--- src/rtl/mem_arb_pkg.sv ---
// Shared types and constants for the data-memory port arbiter.
package mem_arb_pkg;

    typedef enum logic [1:0] {IDLE, ISSUE, DATA, RESP} state_t;
    typedef enum logic {OWN_IFU, OWN_LSU} owner_t;

    localparam int WDT_TYPE_CNT = 4;

    localparam logic [WDT_TYPE_CNT-1:0] WDT_8  = 4'b0001;
    localparam logic [WDT_TYPE_CNT-1:0] WDT_16 = 4'b0010;
    localparam logic [WDT_TYPE_CNT-1:0] WDT_32 = 4'b0100;
    localparam logic [WDT_TYPE_CNT-1:0] WDT_64 = 4'b1000;

    localparam logic [WDT_TYPE_CNT-1:0] IFU_WDT = WDT_32;

endpackage

--- src/rtl/mem_arb_grant.sv ---
// Grant selection between IFU and LSU; bit 1 = LSU, bit 0 = IFU.
// MEM_ARB_RR_EN selects round-robin, otherwise LSU has fixed priority.
import mem_arb_pkg::*;

module mem_arb_grant (
`ifdef MEM_ARB_RR_EN
    input  logic       clk,
    input  logic       rst,
`endif
    input  logic       ifu_valid,
    input  logic       lsu_valid,
    input  logic       idle,
    output logic [1:0] grant
);

`ifdef MEM_ARB_RR_EN
    owner_t last_grant;

    // On conflict, favour whoever was not served last.
    always_comb begin
        grant = 2'b00;
        if (idle) begin
            if (lsu_valid && (!ifu_valid || last_grant == OWN_IFU))
                grant[1] = 1'b1;
            else if (ifu_valid)
                grant[0] = 1'b1;
        end
    end

    always_ff @(posedge clk) begin
        if (rst)
            last_grant <= OWN_IFU;
        else if (grant[1])
            last_grant <= OWN_LSU;
        else if (grant[0])
            last_grant <= OWN_IFU;
    end
`else
    always_comb begin
        grant    = 2'b00;
        grant[1] = idle && lsu_valid;
        grant[0] = idle && ifu_valid && !lsu_valid;
    end
`endif

endmodule

--- src/rtl/mem_port_arbiter.sv ---
// Shares the data-memory port between IFU and LSU with valid/ready handshakes.
// Optional MEM_ARB_RR_EN: round-robin grant instead of fixed LSU priority.
import mem_arb_pkg::*;

module mem_port_arbiter #(
    parameter int ADDR_W = 64,
    parameter int DATA_W = 64,
    parameter int WDT_W  = 4
) (
    input  logic              clk,
    input  logic              rst,
    input  logic              ifu_req_valid,
    output logic              ifu_req_ready,
    input  logic [ADDR_W-1:0] ifu_req_addr,
    output logic              ifu_resp_valid,
    output logic [DATA_W-1:0] ifu_resp_data,
    input  logic              ifu_resp_ready,
    input  logic              lsu_req_valid,
    output logic              lsu_req_ready,
    input  logic              lsu_req_wen,
    input  logic [ADDR_W-1:0] lsu_req_addr,
    input  logic [DATA_W-1:0] lsu_req_wdata,
    input  logic [WDT_W-1:0]  lsu_req_wdt,
    output logic              lsu_resp_valid,
    output logic [DATA_W-1:0] lsu_resp_data,
    input  logic              lsu_resp_ready,
    output logic [ADDR_W-1:0] mem_raddr,
    output logic [ADDR_W-1:0] mem_waddr,
    output logic [DATA_W-1:0] mem_wdata,
    output logic              mem_ren,
    output logic              mem_wen,
    output logic [WDT_W-1:0]  wdt_op,
    input  logic [DATA_W-1:0] mem_rdata
);

    state_t            state;
    owner_t            owner;
    logic [ADDR_W-1:0] addr_q;
    logic              wen_q;
    logic [DATA_W-1:0] wdata_q;
    logic [WDT_W-1:0]  wdt_q;
    logic [DATA_W-1:0] rdata_q;
    logic [1:0]        grant;
    logic              idle;
    logic              resp_ifu;
    logic              resp_lsu;
    logic              resp_take;

    assign idle = (state == IDLE) && !rst;

    mem_arb_grant u_grant (
`ifdef MEM_ARB_RR_EN
        .clk       (clk),
        .rst       (rst),
`endif
        .ifu_valid (ifu_req_valid),
        .lsu_valid (lsu_req_valid),
        .idle      (idle),
        .grant     (grant)
    );

    assign ifu_req_ready = grant[0];
    assign lsu_req_ready = grant[1];

    assign resp_ifu  = !rst && (state == RESP) && (owner == OWN_IFU);
    assign resp_lsu  = !rst && (state == RESP) && (owner == OWN_LSU);
    assign resp_take = (resp_ifu && ifu_resp_ready) ||
                       (resp_lsu && lsu_resp_ready);

    assign ifu_resp_valid = resp_ifu;
    assign lsu_resp_valid = resp_lsu;
    assign ifu_resp_data  = resp_ifu ? rdata_q : '0;
    assign lsu_resp_data  = resp_lsu ? rdata_q : '0;

    // Address/width stay on the port so the memory's live read mux is stable.
    assign mem_raddr = addr_q;
    assign mem_waddr = addr_q;
    assign mem_wdata = wdata_q;
    assign wdt_op    = wdt_q;
    assign mem_ren   = !rst && (state == ISSUE) && !wen_q;
    assign mem_wen   = !rst && (state == ISSUE) && wen_q;

    always_ff @(posedge clk) begin
        if (rst) begin
            state   <= IDLE;
            owner   <= OWN_IFU;
            addr_q  <= '0;
            wen_q   <= 1'b0;
            wdata_q <= '0;
            wdt_q   <= '0;
            rdata_q <= '0;
        end else begin
            unique case (state)
                IDLE: begin
                    if (grant[1] && lsu_req_valid) begin
                        owner   <= OWN_LSU;
                        addr_q  <= lsu_req_addr;
                        wen_q   <= lsu_req_wen;
                        wdata_q <= lsu_req_wdata;
                        wdt_q   <= lsu_req_wdt;
                        state   <= ISSUE;
                    end else if (grant[0] && ifu_req_valid) begin
                        owner   <= OWN_IFU;
                        addr_q  <= ifu_req_addr;
                        wen_q   <= 1'b0;
                        wdata_q <= '0;
                        wdt_q   <= WDT_W'(IFU_WDT);
                        state   <= ISSUE;
                    end
                end
                ISSUE: begin
                    if (wen_q) begin
                        rdata_q <= '0;
                        state   <= RESP;
                    end else begin
                        state   <= DATA;
                    end
                end
                DATA: begin
                    rdata_q <= mem_rdata;
                    state   <= RESP;
                end
                RESP: begin
                    if (resp_take)
                        state <= IDLE;
                end
                default: state <= IDLE;
            endcase
        end
    end

endmodule

--- config.mk ---
export PLATFORM = sky130hd
export DESIGN_NAME = mem_port_arbiter
export DESIGN_NICKNAME = d
export VERILOG_FILES = /design/src/rtl/mem_arb_pkg.sv /design/src/rtl/mem_arb_grant.sv /design/src/rtl/mem_port_arbiter.sv
export SDC_FILE = /design/constraint.sdc
export NUM_CORES = 1
export LEC_CHECK = 0
export ABC_AREA = 1
export CORE_AREA = 3 3 233 235
export DETAILED_ROUTE_END_ITERATION = 8
export DIE_AREA = 0 0 236 238
export GPL_TIMING_DRIVEN = 0
export PLACE_DENSITY_LB_ADDON = 0.08
export SLEW_MARGIN = 5
export SYNTH_ARGS = -nofsm -noshare
export SYNTH_HDL_FRONTEND = slang
export SYNTH_HIERARCHICAL = 1
export SYNTH_SLANG_ARGS = --single-unit
--- constraint.sdc ---
create_clock -name clk -period 2.32 [get_ports clk]
set_clock_uncertainty 0.2 [all_clocks]
set_input_delay 0.464 -clock clk [delete_from_list [all_inputs] [get_ports clk]]
set_output_delay 0.464 -clock clk [all_outputs]
set_load 0.005 [all_outputs]
==> flow_summary.ini, run 1 <==
[synthesis]
synth_nets = 1601
synthCells = 1329
synth_seq_cells = 200
yosys.area.top_type = dfxtp_1
synthTopCellsByArea = dfxtp_1 43%, a21oi_1 14%, nand2_1 11%, nor2_1 8.1%, nand3_1 7.2%
synth_cell_type_count = 19
ys_warn_count = 6
synth_top_cell_area_share_pct = 43.4
synth_seq_area_share_pct = 43.4
synth.cell_area_um2 = 9220
avgSynthCellArea_um2 = 6.94

[timing]
period_minus_slack_ps = 2650
finalCritPeriodShare_pct = 114
whs_ps = 264
setup_viol = 244
finalHoldViolCount = 0
tightest_slew_ps = 598
finalMaxSlewViolations = 0
rsz0062_at_grt = true
relSlewSlack_pct = 60.1
fin_ws_ps = -332
clock.fmax_ghz = 0.377

[global_route]
grt_pass1_wl_um = 73300
antenna_found_initial = 9
grt_pass1_vias = 11202
grt.total_usage_pct = 17.5
grt_max_degree = 20
grt_overflow = 0

[layout]
final_cell_mix = 461 x clkdlybuf4s50_1, 238 x nand2_1, 195 x dfxtp_1, 152 x a21oi_1, 132 x nand3_1
final_common_cell = clkdlybuf4s50_1
final_cells = 2745
utilization_pct = 37.0
syn_to_final_growth_pct = 111
fin_area_um2 = 19400
drive_above_1_share_pct = 30.0
num-nets-final = 2309

[clock_network]
clk_latency_ps = 480
cts.htree.levels = 4
clkTransAtPathRegs_ps = 70
hold_buffers = 0
cts_sinks = 200
cts.path.max_buffers = 2
cts_tree = built
cts_buffers = 17
cts_root_buf = clkbuf_16

[critical_path]
timing.rr.start = state[1]$_SDFFE_PP0P_
worst-path-max-fanout = 8
critPathRequiredTime_ps = 1660
worst-setup-path-type = register to primary output
cp-start-kind = register
crit_path_start = state[1]$_SDFFE_PP0P_
critPathCaptureType = primary output
crit_arrival_ps = 1990

[power_and_ir_drop]
leakage_nw = 7.24
power_mw = 11.0
ir_worst_vdd_mv = 0.432
powerDensity_nw_per_um2 = 569

[routing]
drt-met1-wl_um = 20600
num_vias = 11383
drcViolationCount = 0
routedWlPerCell_um = 19.1
met2_length_um = 27000
vias_per_cell = 4.15
first_iter_violations = 332
top_layer = met5
wl_um = 52400
drtPass1Iterations = 5
drtAntennaViolNets = 0
routed-wl-met3_um = 3990

[die]
fp.dieW_um = 236
dieHeight_um = 238
io_pins = 597
core_um2 = 52400
initial_core_util_pct = 17.6
dieArea_um2 = 56200
rows = 84

[placed_design]
dpl-instance-area_um2 = 16000
dp.cells = 2613
placement.io_buffers = 596
gp_congestion = 0.786
hpwl_um = 39300

[status]
violations = setup timing
status = finished with violations

[worst_hold_path]
hold_path.class = register to register
min_from = wdt_op[3]$_SDFFE_PP0P_

[job]
max-cap-violations = 0
-- final cells by class --
class                           count  area, um2
Antenna cell                        7       17.5
Buffer                            162       1570
Clock buffer                       25        465
Clock inverter                      7       70.1
Fill cell                        5513      33000
Inverter                           77        330
Multi-Input combinational cell    886       5100
Sequential cell                   200       4020
Tap cell                          688        861
Timing Repair Buffer              691       6960
Timing Repair inverter              2       27.5
-- logic make-up after synthesis --
kind of cell	synth area share, %
simple gates	27.1
compound gates	14.4
buf+inv	14.4
flops	43.4
fa+ha+maj	0.679
-- final timing paths --
kind | to | slack (ps) | cells after the start
min | wdt_op[3]$_SDFFE_PP0P_ | 260 | 2
max reg2reg | mem_raddr[17]$_SDFFE_PP0P_ | -130 | 18
min reg2reg | wdt_op[3]$_SDFFE_PP0P_ | 260 | 2
max | lsu_resp_data[60] | -330 | 9
-- Yosys cell counts --
master and number:
a21oi_1 264, buf_1 5, buf_2 47, buf_4 75
buf_6 9, clkbuf_1 31, dfxtp_1 200, ha_1 5
inv_1 72, inv_2 5, nand2_1 275, nand2_2 2
nand3_1 132, nand4_1 2, nor2_1 199, nor2_2 1
nor3_1 2, nor3_2 2, o21ai_0 1
-- sequential cells by signal (all words and copies together), names as in the netlist --
name       flops
state          2
mem_raddr     64
mem_wdata     64
rdata_q       64
wen_q          1
owner          1
wdt_op         4
-- critical path, stage by stage, from the launching register on --
cell	delay, ps
dfxtp_4	360
ha_4	140
inv_4	40
nor3_4	150
inv_4	130
buf_6	160
buf_12	120
buf_6	100
nor2_1	70
clkdlybuf4s15_1	210
-- routing by layer --
metal,vias to the layer above,global-route usage [%]
met5,-,0
met4,2,5.40
met3,38,6.41
met2,330,31.1
met1,5370,19.4
li1,5643,-
-- stage by stage --
stage | TNS [ps] | setup slack, ps
2_1_floorplan | 0 | 165
3_3_place_gp | -252980 | -1350
3_5_place_dp | -255820 | -1340
4_1_cts | -38580 | -450
5_1_grt | -66090 | -495
6_report | -30680 | -332
-- power by group --
group,switching (mW),total [mW],internal [mW]
logic,1.95,4.18,2.23
clock network,1.43,2.94,1.51
registers,0.228,3.93,3.70
-- repair_timing --
action	4_1_cts	5_1_grt
cloned	13	19
pin swaps	12	32
gates resized for setup	690	320
buffers inserted	45	21
setup endpoints to repair	272	265
Power figures use the tool's default switching activity.
==> inputs of run 2 (changes only) <==
--- a/config.mk
+++ b/config.mk
@@ -6,9 +6,9 @@
 export NUM_CORES = 1
 export LEC_CHECK = 0
 export ABC_AREA = 1
-export CORE_AREA = 3 3 233 235
+export CORE_AREA = 3 3 230 232
 export DETAILED_ROUTE_END_ITERATION = 8
-export DIE_AREA = 0 0 236 238
+export DIE_AREA = 0 0 233 235
 export GPL_TIMING_DRIVEN = 0
 export PLACE_DENSITY_LB_ADDON = 0.08
 export SLEW_MARGIN = 5
==> run 2 against run 1 <==
Net effect: the flow still finishes with violations (setup timing); sequential cell count stayed put; die area is 2.5% lower; critical path type unchanged; routed wire length is 2.3% lower; core utilization is 0.20 points lower; sequential power hardly changed; total power is 0.69% lower; sequential share of layout area is 0.60 points higher; final area is 2.9% lower; combinational power is 6.0% lower.
==> flow_summary.ini, run 2 (synthesis results as in run 1) <==
[status]
status = finished with violations
violations = setup timing

[clock_network]
cts_buffers = 17
cts_root_buf = clkbuf_16
hold_buffers = 0
clk_latency_ps = 490
cts_tree = built
clkTransAtPathRegs_ps = 80
cts.htree.levels = 4
cts.path.max_buffers = 2
cts_sinks = 200

[power_and_ir_drop]
clkPwrFrac_pct = 28.4
leakage_nw = 7.04
pwr-share-seq_pct = 35.8
p_switching_mw = 3.57
internal_power_mw = 7.40
swShare_pct = 32.5
ir_worst_vdd_mv = 0.430
powerDensity_nw_per_um2 = 581
p_comb_share_pct = 35.8

[layout]
syn_to_final_growth_pct = 105
final_cell_mix = 461 x clkdlybuf4s50_1, 252 x nand2_1, 197 x dfxtp_1, 158 x a21oi_1, 133 x buf_2
utilization_pct = 36.8
fin_area_um2 = 18900
drive_above_1_share_pct = 31.2
final_common_cell = clkdlybuf4s50_1
num-nets-final = 2279

[timing]
fin_ws_ps = -319
finalMaxSlewViolations = 0
finalHoldViolCount = 0
setup_tns_ps = -36260
setup_viol = 258
rsz0062_at_grt = true
period_minus_slack_ps = 2640
relSlewSlack_pct = 57.8
tightest_slew_ps = 632
finalCritPeriodShare_pct = 114
clock.fmax_ghz = 0.379

[critical_path]
critPathRequiredTime_ps = 1660
worst-setup-path-type = register to primary output
crit_arrival_ps = 1970
cp_slowest_stage_delay_ps = 360
crit_chain = ha_4, inv_4, nor3_4, buf_6, buf_12, inv_16, buf_12, clkbuf_16, nor2_4, buf_2
crit_buf_inv = 7
cpMostUsedCell = buf_12
cp-start-kind = register
critPathCaptureType = primary output
worst-path-max-fanout = 5
critPathTopFamily = buffers and inverters
crit_slowest_cell = dfxtp_4

[die]
rows = 83
initial_core_util_pct = 18.0
fp.dieW_um = 233
dieArea_um2 = 54800
io_pins = 597
core_um2 = 51200
dieHeight_um = 235

[placed_design]
placement.io_buffers = 596
dpl-instance-area_um2 = 16000
gp_congestion = 0.771
hpwl_um = 38600

[routing]
drcViolationCount = 0
routedWlPerCell_um = 18.9
drtPass1Iterations = 4
wl_um = 51200
vias_per_cell = 4.14
drtAntennaViolNets = 0
first_iter_violations = 394
num_vias = 11220

[global_route]
grt_pass1_vias = 11249
antenna_found_initial = 8
grt.total_usage_pct = 17.5
grt_overflow = 0
grt_max_degree = 20
grt_pass1_wl_um = 71200

[worst_hold_path]
hold_path.class = register to register

[job]
max-cap-violations = 0
==> run 2: power by group through the flow <==
stage	logic [mW]	clock network, mW	registers (mW)
after floorplan	1.33	0	3.92
after global placement	2.91	0	3.97
after detailed placement	2.91	0	3.98
after CTS	3.17	3.28	3.91
after global routing	4.24	3.39	3.96
final	3.93	3.11	3.93
==> run 2: final timing paths <==
kind                                           startpoint                          to  slack (ps)  cells past startpoint
worst max-delay path                state[0]$_SDFFE_PP0P_           ifu_resp_data[59]        -320                     10
worst min-delay path            mem_wdata[4]$_SDFFE_PP0P_   mem_wdata[4]$_SDFFE_PP0P_         260                      2
worst max register to register      state[1]$_SDFFE_PP0P_  mem_wdata[29]$_SDFFE_PP0P_        -110                     18
worst min register to register  mem_wdata[4]$_SDFFE_PP0P_   mem_wdata[4]$_SDFFE_PP0P_         260                      2
==> run 2: what timing repair did <==
| item | in CTS | in global routing |
|---|---|---|
| gates resized for setup | 512 | 574 |
| cloned | 8 | 15 |
| pin swaps | 13 | 33 |
| setup endpoints to repair | 270 | 329 |
| buffers inserted | 22 | 24 |
==> run 2: stage by stage <==
step,worst slack (ps),hold slack (ps),cells,power (mW)
floorplan,165,258,1329,5.25
global placement,-1330,250,2605,6.89
detailed placement,-1320,254,2605,6.89
CTS,-531,266,2662,10.4
global route,-414,279,2703,11.6
finish,-319,265,2707,11.0
==> run 2: worst min-delay path, delay by kind of cell (launching register included) <==
kind,cells,cell delay [ps]
AOI/OAI and AO/OA,1,50
and+or+nand+nor,1,60
DFF,1,310
==> run 2: metal layers <==
layer / GRT usage, % / vias up / part of all wire (%)
met5: 0 / - / 0.035
met4: 5.90 / 4 / 1.7
met3: 7.08 / 43 / 8.5
met2: 30.8 / 363 / 51
met1: 18.8 / 5221 / 39
li1: - / 5589 / -
==> run 2: layout make-up <==
cell class	instances	area [um2]
clock buffer	23	478
timing repair buffer	660	6390
tap	680	851
buffer	163	1490
inverter	77	338
timing repair inverter	2	23.8
antenna	9	22.5
fill	5382	32300
clock inverter	7	92.6
multi-input combinational	886	5160
sequential	200	4020
